===== config.mk =====
export PLATFORM = sky130hd
export DESIGN_NAME = iq_acq_sequencer
export DESIGN_NICKNAME = d
export VERILOG_FILES = /design/src/rtl/iq_acq_pkg.sv /design/src/rtl/iq_acq_sequencer.sv
export SDC_FILE = /design/constraint.sdc
export NUM_CORES = 1
export LEC_CHECK = 0
export CAP_MARGIN = 0
export CORE_UTILIZATION = 50
export CTS_BUF_LIST = sky130_fd_sc_hd__clkbuf_16
export CTS_CLUSTER_DIAMETER = 120
export DETAILED_ROUTE_END_ITERATION = 7
export MAX_ROUTING_LAYER = met4
export PLACE_DENSITY = 0.81
export SLEW_MARGIN = 20
export SYNTH_ARGS = -nofsm -noshare
export SYNTH_HDL_FRONTEND = slang
export SYNTH_SLANG_ARGS = --single-unit

===== constraint.sdc =====
create_clock -name CLK -period 2.9 [get_ports CLK]
set_input_delay 0.435 -clock CLK [delete_from_list [all_inputs] [get_ports CLK]]
set_output_delay 0.435 -clock CLK [all_outputs]
set_load 0.005 [all_outputs]

===== src/rtl/iq_acq_pkg.sv =====
// Shared constants for the IQ acquisition sequencer: one-hot state encoding
// and the smallest decimation factor the decimator supports.
package iq_acq_pkg;

   localparam int MIN_DEC_FACT = 3;

   localparam logic [5:0] ST_IDLE      = 6'b000001;
   localparam logic [5:0] ST_ARM       = 6'b000010;
   localparam logic [5:0] ST_WAIT_GATE = 6'b000100;
   localparam logic [5:0] ST_ACQ       = 6'b001000;
   localparam logic [5:0] ST_ECHO_END  = 6'b010000;
   localparam logic [5:0] ST_DONE      = 6'b100000;

endpackage


===== src/rtl/iq_acq_sequencer.sv =====
// Sequences a multi-echo I/Q acquisition: arms the decimator, waits for each
// gate window, forwards decimated words into the FIFO and reports status.
module iq_acq_sequencer
   import iq_acq_pkg::*;
#(
   parameter int DATA_WIDTH = 32,
   parameter int DEC_WIDTH  = 16,
   parameter int CNT_WIDTH  = 16
) (
   input  logic                  CLK,
   input  logic                  RESET,
   input  logic                  start,
   input  logic                  abort,
   input  logic [DEC_WIDTH-1:0]  dec_fact_in,
   input  logic [CNT_WIDTH-1:0]  echo_num_in,
   input  logic [CNT_WIDTH-1:0]  samp_num_in,
   input  logic                  acq_gate,
   output logic [DEC_WIDTH-1:0]  dec_fact_out,
   output logic                  dec_in_valid,
   input  logic                  dec_out_valid,
   input  logic [DATA_WIDTH-1:0] dec_dataout,
   output logic                  fifo_wr,
   output logic [DATA_WIDTH-1:0] fifo_data,
   input  logic                  fifo_full,
   output logic                  busy,
   output logic                  done,
   output logic                  overflow,
   output logic                  short_echo,
   output logic [CNT_WIDTH-1:0]  echo_idx
);

   function automatic logic [DEC_WIDTH-1:0] clamp_dec(input logic [DEC_WIDTH-1:0] f);
      if (f < DEC_WIDTH'(MIN_DEC_FACT))
         return DEC_WIDTH'(MIN_DEC_FACT);
      return f;
   endfunction

   logic [5:0]           state;
   logic [CNT_WIDTH-1:0] echo_num_r;
   logic [CNT_WIDTH-1:0] samp_num_r;
   logic [CNT_WIDTH:0]   word_cnt;
   logic [CNT_WIDTH:0]   word_cnt_nxt;
   logic [CNT_WIDTH:0]   word_target;
   logic                 hit_target;
   logic                 gate_q;
   logic                 gate_rise;
   logic                 last_echo;

   // Each decimated pair is two words (I then Q).
   assign word_target  = {samp_num_r, 1'b0};
   assign word_cnt_nxt = word_cnt + (CNT_WIDTH+1)'(dec_out_valid);
   assign hit_target   = (word_cnt_nxt == word_target);
   assign gate_rise    = acq_gate && !gate_q;
   assign last_echo    = (echo_idx == echo_num_r - CNT_WIDTH'(1));

   assign dec_in_valid = (state == ST_ACQ);
   assign busy         = (state != ST_IDLE);
   assign done         = (state == ST_DONE);

   always_ff @(posedge CLK) begin
      if (RESET) begin
         state        <= ST_IDLE;
         dec_fact_out <= DEC_WIDTH'(MIN_DEC_FACT);
         echo_num_r   <= '0;
         samp_num_r   <= '0;
         word_cnt     <= '0;
         gate_q       <= 1'b0;
         fifo_wr      <= 1'b0;
         fifo_data    <= '0;
         overflow     <= 1'b0;
         short_echo   <= 1'b0;
         echo_idx     <= '0;
      end else begin
         fifo_wr <= 1'b0;
         gate_q  <= acq_gate;
         // abort preempts every state transition and suppresses the write
         if (abort && state != ST_IDLE) begin
            state <= ST_IDLE;
         end else begin
            case (state)
               ST_IDLE: begin
                  if (start && !abort) begin
                     dec_fact_out <= clamp_dec(dec_fact_in);
                     echo_num_r   <= echo_num_in;
                     samp_num_r   <= samp_num_in;
                     word_cnt     <= '0;
                     overflow     <= 1'b0;
                     short_echo   <= 1'b0;
                     echo_idx     <= '0;
                     if (echo_num_in == '0 || samp_num_in == '0)
                        state <= ST_DONE;
                     else
                        state <= ST_ARM;
                  end
               end
               ST_ARM: begin
                  state <= ST_WAIT_GATE;
               end
               ST_WAIT_GATE: begin
                  if (gate_rise)
                     state <= ST_ACQ;
               end
               ST_ACQ: begin
                  if (dec_out_valid) begin
                     word_cnt <= word_cnt_nxt;
                     if (fifo_full) begin
                        overflow <= 1'b1;
                     end else begin
                        fifo_wr   <= 1'b1;
                        fifo_data <= dec_dataout;
                     end
                  end
                  // reaching the target wins over a gate closing in the same cycle
                  if (hit_target) begin
                     state <= ST_ECHO_END;
                  end else if (!acq_gate) begin
                     short_echo <= 1'b1;
                     state      <= ST_ECHO_END;
                  end
               end
               ST_ECHO_END: begin
                  word_cnt <= '0;
                  if (last_echo) begin
                     state <= ST_DONE;
                  end else begin
                     echo_idx <= echo_idx + CNT_WIDTH'(1);
                     state    <= ST_WAIT_GATE;
                  end
               end
               ST_DONE: begin
                  state <= ST_IDLE;
               end
               default: begin
                  state <= ST_IDLE;
               end
            endcase
         end
      end
   end

endmodule


# Word level (Yosys, flattened, before mapping)
# Index checks and enable logic that the tools add are counted.
# W data, S select, Z words.
# totals
elab_cells,84
reg_bits,123
output_inout_bits,70
input_bits,87
# op_classes
bitwise,4
n_eq_ne,17
muxes,28
magnitude_cmp,1
add_sub_neg,3
reduce_logical,20
# ops
cell,count
$mux W16,4
$pmux W17 S3,1
$mux W6,6
$mux W17,2
$logic_not A16 Y1,2
$pmux W16 S2,1
$pmux W6 S5,1
$add A17 B1 Y17,1
$eq A17 B17 Y1,1
$add A16 B1 Y16 const B,1
$eq A16 B16 Y1,1
$lt A16 B2 Y1 const B,1
$sub A16 B1 Y16 const B,1
$reduce_and A4 Y1,3
$mux W1,11
$ne A2 B2 Y1 const B,5
$reduce_and A5 Y1,2
$eq A6 B1 Y1 const B,1
$eq A6 B2 Y1 const B,1
$eq A6 B3 Y1 const B,1
$eq A6 B4 Y1 const B,1
$eq A6 B5 Y1 const B,1
$eq A6 B6 Y1 const B,1
$ne A6 B1 Y1 const B,1
12 further kinds,22

# Depth between registers and ports, before layout
# Gate-level depths: netlist (run 1).
# depth
word_depth,7
depth_mapped,13
depth_no_buf,10

# Worst setup path before layout (run 1)
# No wires, ideal clock.
# synth_path
path_kind,register to register
start,register echo_num_r[0]
end,register echo_idx[8]
arrival_ps,2511
t_required_ps,2775
stages_incl_launch_ff,14
setup_time_ps,125
slack_ps,264
synth_period_minus_slack_ps,2636
path_buffers,3
cell_sequence,dfxtp_1 > inv_1 > ha_1 > buf_4 > or4b_4 > a211oi_1 > o21ai_1 > a2111oi_2 > nand4_2 > a21oi_2 > buf_6 > buf_4 > nor3b_1 > mux2i_1
# synth_via
elab_chain_len,4
# synth_lines
item,line,source
start: declaration,iq_acq_sequencer.sv:39,logic [CNT_WIDTH-1:0] echo_num_r;
start signal: assignment,iq_acq_sequencer.sv:84,echo_num_r <= echo_num_in;
$sub A16 B1 Y16,iq_acq_sequencer.sv:54,assign last_echo = (echo_idx == echo_num_r - CNT_WIDTH'(1));
$eq A16 B16 Y1,iq_acq_sequencer.sv:54,
$ne A2 B2 Y1 (no line),-,
$reduce_and A4 Y1 (no line),-,
end signal: assignment,iq_acq_sequencer.sv:126,echo_idx <= echo_idx + CNT_WIDTH'(1);
end: declaration,iq_acq_sequencer.sv:29,output logic [CNT_WIDTH-1:0] echo_idx
# No other way between the ends.
# A chain may end at the register's enable or synchronous reset.

# Worst setup path after layout (run 1)
# layout_path
start,register state[3]
end,output busy
# layout_via
elab_chain_len,1
# layout_lines
item,line,source
start: declaration,iq_acq_sequencer.sv:38,logic [5:0] state;
start signal: assignment,iq_acq_sequencer.sv:62,state <= ST_IDLE;
start signal: assignment,iq_acq_sequencer.sv:78,state <= ST_IDLE;
start signal: assignment,iq_acq_sequencer.sv:91,state <= ST_DONE;
$ne A6 B1 Y1,iq_acq_sequencer.sv:57,assign busy = (state != ST_IDLE);
end: declaration,iq_acq_sequencer.sv:25,"output logic busy,"
# No other way between the ends.

==> key figures, run 1 <==
STA
  • Highest achievable clock rate: 365 MHz
  • Hold violation count in the final report: 0
  • Setup Viol. Count Final: 0
  • Period utilization: between 90% and 100%
  • Worst clock skew: 0.00524 ns
  • Max transition margin: 38.1%
  • Sum Neg Setup Slack: 0 ns
  • Clock period minus worst slack: 2.74 ns
  • Tightest Pin Transition: 0.929 ns
  • Final slew viol count: 0
  • Fin worst setup slack: 0.160 ns
  • Unrepaired setup endpoints after global routing: false
  • Final Hold Slack: 0.452 ns

Global route
  • Maximum number of pins on one net before global-route repair: approximately 60
  • Initial antenna violation count: 0
  • First-pass GRT wire length: a little under 30000 um
  • GRT Util Overall: 29.8%
  • Total global routing overflow: 0
  • Vias in the first global route: 6195

Worst setup path
  • Dominant delay contributor by cell family on the critical path: buffers and inverters
  • Largest driver fanout on the critical path: 9
  • Kind of capture point of the worst setup path: output port
  • CP Buf/Inv Count: 3
  • CP max-delay cell: clkdlybuf4s50_1
  • Required arrival time at the worst endpoint: around 2.5 ns
  • Critical Setup Path Class: flip-flop to output port
  • Data arrival time at the worst-slack endpoint: ~2.3 ns
  • Critical Path Max Stage Delay: 0.45 ns
  • Sequence of cells on the critical path: nor2_1 -> nand3b_1 -> nor3_4 -> clkinv_1 -> buf_4 -> clkdlybuf4s50_1
  • Kind of launch point of the worst setup path: flip-flop

Place
  • Total placed instance area: ~8000 um^2
  • Dpl cells: between 1000 and 1500
  • PortBufs: 156
  • Final weighted congestion in routability-driven placement: between 0.9 and 1
  • Place WS: just under 0.09 ns
  • HPWL Detailed: 12900 um

Detailed routing
  • Average wire length per cell after detail routing: approximately 16 um
  • Number of iterations in the first detailed-routing pass: 5
  • Number of remaining DRC errors: 0
  • Uppermost metal layer occupied by signal nets: met4
  • Via density per instance: 5.66
  • Antenna viol nets, final: 0
  • Vias: ~6500
  • Violation count after the first detailed-routing iteration: 417
  • Wire length after detailed routing: ~18000 um
  • Met1 wire length: a little under 8000 um
  • Met3 wirelength from detailed routing: between 1500 and 2000 um
  • Met2 Wirelength: between 8000 and 9000 um

Yosys
  • Commonest cells in the synthesized netlist: nand2_1, dfxtp_1, a21oi_1, clkbuf_1, nor2_1
  • Distinct cells, synth: 65
  • Async S/R FF share, synth: 0%
  • Post-Synthesis Cells: around 820
  • Cell accounting for the most synthesized area: dfxtp_1
  • Top post-synthesis cells by area: dfxtp_1, nand2_1, a21oi_1
  • Syn nets: 910
  • Area share of the largest cell type after synthesis: between 30% and 40%
  • Yosys reg bits: 123
  • Sequential share of the synthesized area: around two fifths
  • Top-count cell post-synth: nand2_1
  • Synthesized area per cell: roughly 7.6 um^2
  • Top FF cell, synth: dfxtp_1
  • Total number of yosys warnings: 0
  • Number of flops mapped to enable cells by yosys: 0
  • Syn Std Cell Area: 6210 um^2

Cells and area
  • Fraction of layout instances using a drive strength above 1: roughly 7.7%
  • Final net count: 1057
  • Count of placed standard cells in the final layout, fillers left out: 1147
  • Final Cell Area: ~8500 um^2
  • Antenna diode count: 0
  • Layout Area Growth over Synthesis: 37.2%

Floorplan
  • Chip Height: roughly 110 um
  • Horizontal die dimension: roughly 110 um
  • I/O pin count: roughly 160
  • Total core area: 12100 um^2
  • Effective utilization at floorplan: approximately half
  • Row count: 40
  • Area of the die: 12900 um^2

Clock tree
  • CTS tree: built
  • Buffers inserted by post-CTS timing repair: 0
  • Count of hold buffers inserted by post-cts repair: 0
  • Latest clock arrival within the worst-skew pair: ~0.42 ns
  • Clock slew at reported path FFs: roughly 0.060 ns
  • Number of clock sinks: approximately 120
  • Root Driver: clkbuf_16
  • Number of buffers on the longest clock path: 2
  • Number of levels the H-tree was split into: 4
  • TritonCTS buffer count: 17

Pwr
  • Total internal power: 3.19 mW
  • Combinational share of power: between 10% and 20%
  • Power share of the sequential group: between 40% and 50%
  • Switching portion of total power: about 26%
  • Total power per unit cell area: a little over 500 nW/um^2
  • Cell leakage power: between 2 and 3 nW
  • Clock share of power: a little under half
  • Peak supply drop: 380 uV
  • Switching component of the power: about 1.1 mW

Worst hold path
  • Hold WC Path Type: flip-flop to flip-flop

Flow run
  • Max-cap violations: 0

Status
  • Result of the run: finished clean
==> flip-flops by register name (all words and copies together) (netlist names) <==
register / count
echo_num_r: 16
fifo_data: 32
overflow: 1
samp_num_r: 16
word_cnt: 17
fifo_wr: 1
state: 6
short_echo: 1
echo_idx: 16
dec_fact_out: 16
gate_q: 1
==> stage by stage <==
stage	power (mW)	utilization, %
after floorplan	2.11	-
after global placement	2.36	66.0
after detailed placement	2.37	66.0
after CTS	4.33	70.6
after global routing	4.47	70.7
final	4.31	70.7
==> area by class of cell <==
| type | instances | area [um^2] |
|---|---|---|
| clock inverters | 15 | 126 |
| flip-flops and latches | 123 | 2460 |
| clock buffers | 17 | 425 |
| well taps | 168 | 210 |
| repair buffers | 181 | 1760 |
| fillers | 973 | 3530 |
| multi-input cells | 629 | 3490 |
| inverters | 14 | 52.6 |
==> power by group through the flow <==
| stage | Clock [mW] | Combinational, mW | Sequential, mW |
|---|---|---|---|
| finish | 1.96 | 0.578 | 1.77 |
| global route | 2.06 | 0.630 | 1.78 |
| CTS | 1.99 | 0.569 | 1.77 |
| detailed placement | 0 | 0.565 | 1.81 |
| global placement | 0 | 0.555 | 1.80 |
| floorplan | 0 | 0.317 | 1.79 |
==> worst register-to-register path: cells and delay by family, from the launching register on <==
family	cells	cell delay [ns]
adder cells (fa/ha/maj)	1	0.23
AND/OR/NAND/NOR	3	1.13
AO/OA/AOI/OAI	5	0.72
flip-flops	1	0.33
buffers and inverters	2	0.22
==> path summary, 6_finish.rpt <==
kind	end	slack [ns]	cells past startpoint	from
worst max-delay path	busy	0.16	6	state[3]
worst min-delay path	dec_fact_out[11]	0.45	2	dec_fact_out[11]
worst max register to register	echo_idx[13]	0.20	11	echo_num_r[1]
worst min register to register	dec_fact_out[11]	0.45	2	dec_fact_out[11]
==> cell usage in the layout (no fill, tap or decap), types with 14 or more instances in the layout <==
cell type / count
or3_1: 15
o21ai_0: 26
buf_4: 25
xnor2_1: 29
nand3_1: 19
nand2_1: 189
nor4_1: 14
clkbuf_16: 17
nor2_1: 37
clkdlybuf4s50_1: 155
dfxtp_1: 123
a21oi_1: 116
nand4_1: 20
==> metal layers <==
metal | global-route usage, % | up-vias
li1 | - | 3170
met3 | 7.76 | 30
met5 | - | -
met4 | 11.9 | 0
met1 | 36.7 | 3010
met2 | 46.5 | 286
==> cell families (layout without fill, tap and decap cells) <==
family	count (synthesis)	after routing	synth area share, %
multiplexers	9	9	1.47
AO/OA/AOI/OAI	194	194	18.0
XOR/XNOR	39	39	5.50
flip-flops	123	123	39.6
buffers and inverters	67	227	4.63
adder cells (fa/ha/maj)	4	4	0.805
AND/OR/NAND/NOR	383	383	30.0
==> timing repair <==
action,4_1_cts,5_1_grt
hold endpoints to repair,0,0
endpoints found under the setup margin,0,3
resized for setup,0,2
Note: power is estimated with default switching activity, not from simulation.
==> run 2: changes to the inputs <==
--- a/config.mk
+++ b/config.mk
@@ -6,6 +6,7 @@
 export NUM_CORES = 1
 export LEC_CHECK = 0
 export CAP_MARGIN = 0
+export CORE_ASPECT_RATIO = 2
 export CORE_UTILIZATION = 50
 export CTS_BUF_LIST = sky130_fd_sc_hd__clkbuf_16
 export CTS_CLUSTER_DIAMETER = 120
==> key figures, run 2 (synthesis gave the netlist of run 1 again) <==
Status
  • Result of the run: finished clean

Worst setup path
  • Required arrival time at the worst endpoint: 3.26 ns (+0.79 ns)
  • CP max-delay cell: or4_1
  • Critical Setup Path Class: flip-flop to flip-flop
  • Data arrival time at the worst-slack endpoint: 3.05 ns (+0.74 ns)
  • Kind of launch point of the worst setup path: flip-flop
  • Sequence of cells on the critical path: inv_1 -> ha_1 -> buf_4 -> xnor2_1 -> and3_1 -> o211a_1 -> o32a_1 -> nand4_2 -> a21oi_4 -> buf_8 -> or4_1 -> nand2_1
  • Dominant delay contributor by cell family on the critical path: simple AND/OR/NAND/NOR gates
  • Kind of capture point of the worst setup path: flip-flop
  • Critical Path Max Stage Delay: 0.47 ns (+0.02 ns)
  • Largest driver fanout on the critical path: 17 (+8)
  • CP Buf/Inv Count: 3 (unchanged)

Cells and area
  • Fillcell total: 1007 (+3.5%)
  • Final Cell Area: 8650 um^2 (+1.4%)
  • Register name with the most flops: fifo_data
  • Fraction of layout instances using a drive strength above 1: 8.96% (+1.3 points)
  • Final net count: 1071 (+1.3%)
  • Antenna diode count: 0 (unchanged)
  • Utilization after layout: 71.3% (+0.65 points)
  • Number of flip-flops in the largest register: 32 (unchanged)
  • Layout Area Growth over Synthesis: 39.2%
  • Most frequent cells in the layout: nand2_1, clkdlybuf4s50_1, dfxtp_1
  • Regs by FF count: fifo_data: 32 flops, word_cnt: 17 flops
  • Commonest non-fill, non-tap cell in the layout: nand2_1
  • Count of placed standard cells in the final layout, fillers left out: 1140 (-0.61%)

Clock tree
  • Count of hold buffers inserted by post-cts repair: 0 (unchanged)
  • Root Driver: clkbuf_16
  • Buffers inserted by post-CTS timing repair: 0 (unchanged)
  • TritonCTS buffer count: 17 (unchanged)
  • Clock slew at reported path FFs: 0.06 ns (about the same)
  • CTS resizes: 0 (unchanged)
  • Latest clock arrival within the worst-skew pair: 0.42 ns (about the same)
  • CTS tree: built
  • Number of buffers on the longest clock path: 2 (unchanged)
  • Number of levels the H-tree was split into: 4 (unchanged)
  • Number of clock sinks: 123 (unchanged)

Place
  • Dpl cells: 1108 (-0.63%)
  • Place WS: 0.0840 ns (-0.00340 ns)
  • Total placed instance area: 8060 um^2 (+1.3%)
  • Final weighted congestion in routability-driven placement: 0.993 (+7.4%)
  • PortBufs: 156 (unchanged)
  • HPWL Detailed: 15200 um (+18%)

Flow run
  • Max-cap violations: 0 (unchanged)

Global route
  • GRT Util Overall: 33.0% (+3.3 points)
  • Maximum number of pins on one net before global-route repair: 61 (+3.4%)
  • Vias in the first global route: 6587 (+6.3%)
  • First-pass GRT wire length: 31300 um (+6.9%)
  • Total global routing overflow: 0 (unchanged)
  • Initial antenna violation count: 0 (unchanged)

Detailed routing
  • Via density per instance: 5.84 (+3.1%)
  • Average wire length per cell after detail routing: 17.8 um (+13%)
  • Antenna viol nets, final: 0 (unchanged)
  • Number of remaining DRC errors: 0 (unchanged)
  • Vias: 6654 (+2.4%)
  • Wire length after detailed routing: 20300 um (+12%)
  • Number of iterations in the first detailed-routing pass: 7 (+2)
  • Violation count after the first detailed-routing iteration: 308 (-26%)

STA
  • Worst clock skew: 0.0166 ns (+0.0113 ns)
  • Highest achievable clock rate: 372 MHz (+2.0%)
  • Setup Viol. Count Final: 0 (unchanged)
  • Final Hold Slack: 0.455 ns (+0.00265 ns)
  • Period utilization: 92.7% (-1.8 points)
  • Clock period minus worst slack: 2.69 ns (-0.0530 ns)
  • Final slew viol count: 0 (unchanged)
  • Tightest Pin Transition: 0.662 ns (-0.267 ns)
  • Sum Neg Setup Slack: 0 ns (unchanged)
  • Fin worst setup slack: 0.213 ns (+0.0530 ns)
  • Hold violation count in the final report: 0 (unchanged)
  • Max transition margin: 55.9% (+18 points)

Pwr
  • Switching component of the power: 1.18 mW (+5.7%)
  • Total internal power: 3.22 mW (+0.96%)
  • Power share of the sequential group: 40.2% (-0.9 points)
  • Cell leakage power: 3.04 nW (+3.4%)
  • Clock share of power: 46.1% (+0.6 points)
  • Switching portion of total power: 26.9% (+0.90 points)
  • Final Total Pwr: 4.41 mW (+2.2%)
  • Peak supply drop: 650 uV (+71%)
  • Total power per unit cell area: 509 nW/um^2 (+0.75%)
  • Combinational share of power: 13.7% (+0.3 points)

Floorplan
  • Effective utilization at floorplan: 51.3% (-0.27 points)
  • Row count: 57 (+43%)
  • Horizontal die dimension: 80.8 um (-29%)
  • Area of the die: 12900 um^2 (+0.22%)
  • Total core area: 12100 um^2 (+0.52%)
  • Chip Height: 160 um (+41%)
  • I/O pin count: 157 (unchanged)

Worst hold path
  • Hold WC Path Type: flip-flop to flip-flop
## run 2: area by class of cell
type | count | area [um^2] | share of cell area (%)
Clock inverter | 15 | 140 | 1.62
Sequential cell | 123 | 2460 | 28.5
Tap cell | 147 | 184 | 2.13
Multi-Input combinational cell | 629 | 3490 | 40.3
Timing Repair Buffer | 195 | 1900 | 21.9
Clock buffer | 17 | 425 | 4.92
Inverter | 14 | 52.6 | 0.608
## run 2: worst paths after layout
| check | end | slack (ns) | startpoint | depth (start not counted) |
|---|---|---|---|---|
| worst min-delay path | dec_fact_out[5] | 0.45 | dec_fact_out[5] | 2 |
| worst max-delay path | echo_idx[12] | 0.21 | echo_num_r[1] | 12 |
| worst min register to register | dec_fact_out[5] | 0.45 | dec_fact_out[5] | 2 |
| worst max register to register | echo_idx[12] | 0.21 | echo_num_r[1] | 12 |
## run 2: worst register-to-register path, stage by stage, from the launching register on
cell and delay (ns):
dfxtp_1 0.36, inv_1 0.06, ha_1 0.19, buf_4 0.17, xnor2_1 0.12, and3_1 0.18, o211a_1 0.21, o32a_1 0.37
nand4_2 0.16, a21oi_4 0.09, buf_8 0.17, or4_1 0.47, nand2_1 0.07
## run 2: power by group through the flow
stage | logic [mW] | clock network (mW) | registers, mW
after detailed placement | 0.587 | 0 | 1.80
after CTS | 0.591 | 2.05 | 1.77
final | 0.605 | 2.03 | 1.77
after floorplan | 0.317 | 0 | 1.79
after global placement | 0.582 | 0 | 1.80
after global routing | 0.651 | 2.12 | 1.77
## run 2: routing by layer
metal  up-vias  track usage [%]  share of wire [%]  routed length, um
li1       3198                -                  -                  -
met4         0             24.9                6.9               1400
met2       250             59.2                 55              11200
met1      3101             28.5                 34               6800
met5         -                -                  0                  0
met3       105             6.91                4.3                878
==> run 3: changes to the inputs <==
--- a/config.mk
+++ b/config.mk
@@ -5,7 +5,7 @@
 export SDC_FILE = /design/constraint.sdc
 export NUM_CORES = 1
 export LEC_CHECK = 0
-export CAP_MARGIN = 0
+export ABC_CLOCK_PERIOD_IN_PS = 2900
 export CORE_ASPECT_RATIO = 2
 export CORE_UTILIZATION = 50
 export CTS_BUF_LIST = sky130_fd_sc_hd__clkbuf_16
==> constraint.sdc (replaced) <==
create_clock -name CLK -period 2.9 [get_ports CLK]
set_input_delay 0.87 -clock CLK [delete_from_list [all_inputs] [get_ports CLK]]
set_output_delay 0.87 -clock CLK [all_outputs]
set_load 0.005 [all_outputs]
==> key figures, run 3 (synthesis gave the netlist of run 1 again) <==
Detailed routing
  • Average wire length per cell after detail routing: 17.9 um (+0.63%)
  • Wire length after detailed routing: 20500 um (+1.2%)
  • Vias: 6738 (+1.3%)
  • Antenna viol nets, final: 0 (unchanged)
  • Number of remaining DRC errors: 0 (unchanged)
  • Violation count after the first detailed-routing iteration: 247 (-20%)
  • Via density per instance: 5.87 (+0.64%)
  • Number of iterations in the first detailed-routing pass: 5 (-2)

Worst setup path
  • Data arrival time at the worst-slack endpoint: 1.96 ns (-1.09 ns)
  • Largest driver fanout on the critical path: 9 (-8)
  • CP Buf/Inv Count: 2 (-1)
  • Sequence of cells on the critical path: nor2_2 -> nand3_1 -> inv_1 -> clkdlybuf4s50_1
  • Kind of launch point of the worst setup path: flip-flop
  • Dominant delay contributor by cell family on the critical path: buffers and inverters
  • Critical Path Max Stage Delay: 0.53 ns (+0.06 ns)
  • Required arrival time at the worst endpoint: 2.03 ns (-1.23 ns)
  • Kind of capture point of the worst setup path: output port
  • Critical Setup Path Class: flip-flop to output port
  • CP max-delay cell: clkdlybuf4s50_1

STA
  • Period utilization: 97.6% (+4.9 points)
  • Worst clock skew: 0.00589 ns (-0.0107 ns)
  • Clock period minus worst slack: 2.83 ns (+0.143 ns)
  • Final slew viol count: 0 (unchanged)
  • Hold violation count in the final report: 0 (unchanged)
  • Fin worst setup slack: 0.0699 ns (-0.143 ns)
  • Tightest Pin Transition: 0.828 ns (+0.166 ns)
  • Setup Viol. Count Final: 0 (unchanged)
  • Highest achievable clock rate: 353 MHz (-5.1%)
  • Unrepaired setup endpoints after global routing: true
  • Max transition margin: 44.8% (-11 points)

Pwr
  • Total internal power: 3.22 mW (about the same)
  • Cell leakage power: 3.08 nW (+1.1%)
  • Combinational share of power: 13.6% (about the same)
  • Total power per unit cell area: 505 nW/um^2 (-0.79%)
  • Final Total Pwr: 4.41 mW (+0.22%)
  • Switching portion of total power: 27.0% (+0.098 points)
  • Switching component of the power: 1.19 mW (+0.58%)
  • Clock share of power: 46.2% (about the same)
  • Power share of the sequential group: 40.2% (about the same)
  • Peak supply drop: 442 uV (-32%)

Clock tree
  • Buffers inserted by post-CTS timing repair: 0 (unchanged)
  • TritonCTS buffer count: 17 (unchanged)
  • Latest clock arrival within the worst-skew pair: 0.42 ns (about the same)
  • Number of levels the H-tree was split into: 4 (unchanged)
  • CTS tree: built
  • Count of hold buffers inserted by post-cts repair: 0 (unchanged)
  • Number of clock sinks: 123 (unchanged)
  • Number of buffers on the longest clock path: 2 (unchanged)
  • Root Driver: clkbuf_16
  • Clock slew at reported path FFs: 0.06 ns (about the same)

Global route
  • Total global routing overflow: 0 (unchanged)
  • Initial antenna violation count: 0 (unchanged)
  • First-pass GRT wire length: 32400 um (+3.4%)
  • Vias in the first global route: 6740 (+2.3%)
  • GRT Util Overall: 34.2% (+1.2 points)
  • Maximum number of pins on one net before global-route repair: 56 (-8.2%)

Cells and area
  • Commonest non-fill, non-tap cell in the layout: nand2_1
  • Layout Area Growth over Synthesis: 40.6%
  • Fillcell total: 989 (-1.8%)
  • Number of flip-flops in the largest register: 32 (unchanged)
  • Regs by FF count: fifo_data: 32 flops, word_cnt: 17 flops
  • Fraction of layout instances using a drive strength above 1: 10.6% (+1.6 points)
  • Final Cell Area: 8740 um^2 (+1.0%)
  • Register name with the most flops: fifo_data
  • Most frequent cells in the layout: nand2_1, clkdlybuf4s50_1, dfxtp_1
  • Antenna diode count: 0 (unchanged)
  • Final net count: 1078 (+0.65%)

Floorplan
  • Total core area: 12100 um^2 (unchanged)
  • Row count: 57 (unchanged)
  • Effective utilization at floorplan: 51.3% (unchanged)
  • I/O pin count: 157 (unchanged)
  • Chip Height: 160 um (unchanged)
  • Area of the die: 12900 um^2 (unchanged)
  • Horizontal die dimension: 80.8 um (unchanged)

Worst hold path
  • Hold WC Path Type: flip-flop to flip-flop

Place
  • PortBufs: 156 (unchanged)
  • Final weighted congestion in routability-driven placement: 0.966 (-2.7%)
  • Total placed instance area: 8120 um^2 (+0.65%)
  • HPWL Detailed: 15200 um (-0.26%)
  • Place WS: -0.319 ns (-0.403 ns)

Flow run
  • Max-cap violations: 0 (unchanged)

Status
  • Result of the run: finished clean
[run 3: final cells by class]
cell class	count	area [um^2]	share of cell area, %
repair buffers	202	1940	22.2
well taps	147	184	2.11
inverters	14	52.6	0.601
clock inverters	15	140	1.60
clock buffers	17	425	4.87
flip-flops and latches	123	2460	28.2
multi-input cells	629	3530	40.4
[run 3: what timing repair did]
action	4_1_cts	5_1_grt
gates cloned	0	0
pin swaps	0	1
setup endpoints to repair	1	21
gates resized for setup	1	11
[run 3: final timing paths]
| check | start | to | slack (ns) | depth (start not counted) |
|---|---|---|---|---|
| min reg2reg | fifo_data[30] | fifo_data[30] | 0.45 | 2 |
| min | fifo_data[30] | fifo_data[30] | 0.45 | 2 |
| max | state[2] | dec_in_valid | 0.07 | 4 |
| max reg2reg | echo_num_r[0] | echo_idx[15] | 0.15 | 11 |
[run 3: worst register-to-register path: cells and delay by family, from the launching register on]
family | cells | cell delay, ns
AND/OR/NAND/NOR | 3 | 0.84
flip-flops | 1 | 0.43
adder cells (fa/ha/maj) | 1 | 0.23
AO/OA/AOI/OAI | 4 | 0.83
buffers and inverters | 2 | 0.22
XOR/XNOR | 1 | 0.13
[run 3: per-stage QoR]
| stage | setup TNS [ns] | hold slack [ns] | utilization [%] | cells |
|---|---|---|---|---|
| 6_report | 0 | 0.454 | 72.1 | 1147 |
| 5_1_grt | -0.0120 | 0.470 | 72.1 | 1147 |
| 4_1_cts | 0 | 0.455 | 71.7 | 1147 |
| 3_5_place_dp | -1.11 | 0.447 | 66.9 | 1115 |
| 3_3_place_gp | -0.703 | 0.441 | 66.9 | 1115 |
| 2_1_floorplan | 0 | 0.445 | - | 819 |
[run 3: routing by layer]
| layer | global-route usage [%] | part of all wire (%) | up-vias |
|---|---|---|---|
| li1 | - | - | 3201 |
| met4 | 23.3 | 6.2 | 0 |
| met3 | 5.89 | 3.6 | 95 |
| met2 | 62.1 | 57 | 234 |
| met5 | - | 0 | - |
| met1 | 30.6 | 33 | 3208 |
[run 3: power groups by stage]
stage / sequential (mW) / clock, mW / combinational (mW)
6_report: 1.77 / 2.04 / 0.601
3_3_place_gp: 1.81 / 0 / 0.579
4_1_cts: 1.77 / 2.06 / 0.590
3_5_place_dp: 1.81 / 0 / 0.584
2_1_floorplan: 1.79 / 0 / 0.317
5_1_grt: 1.78 / 2.15 / 0.656
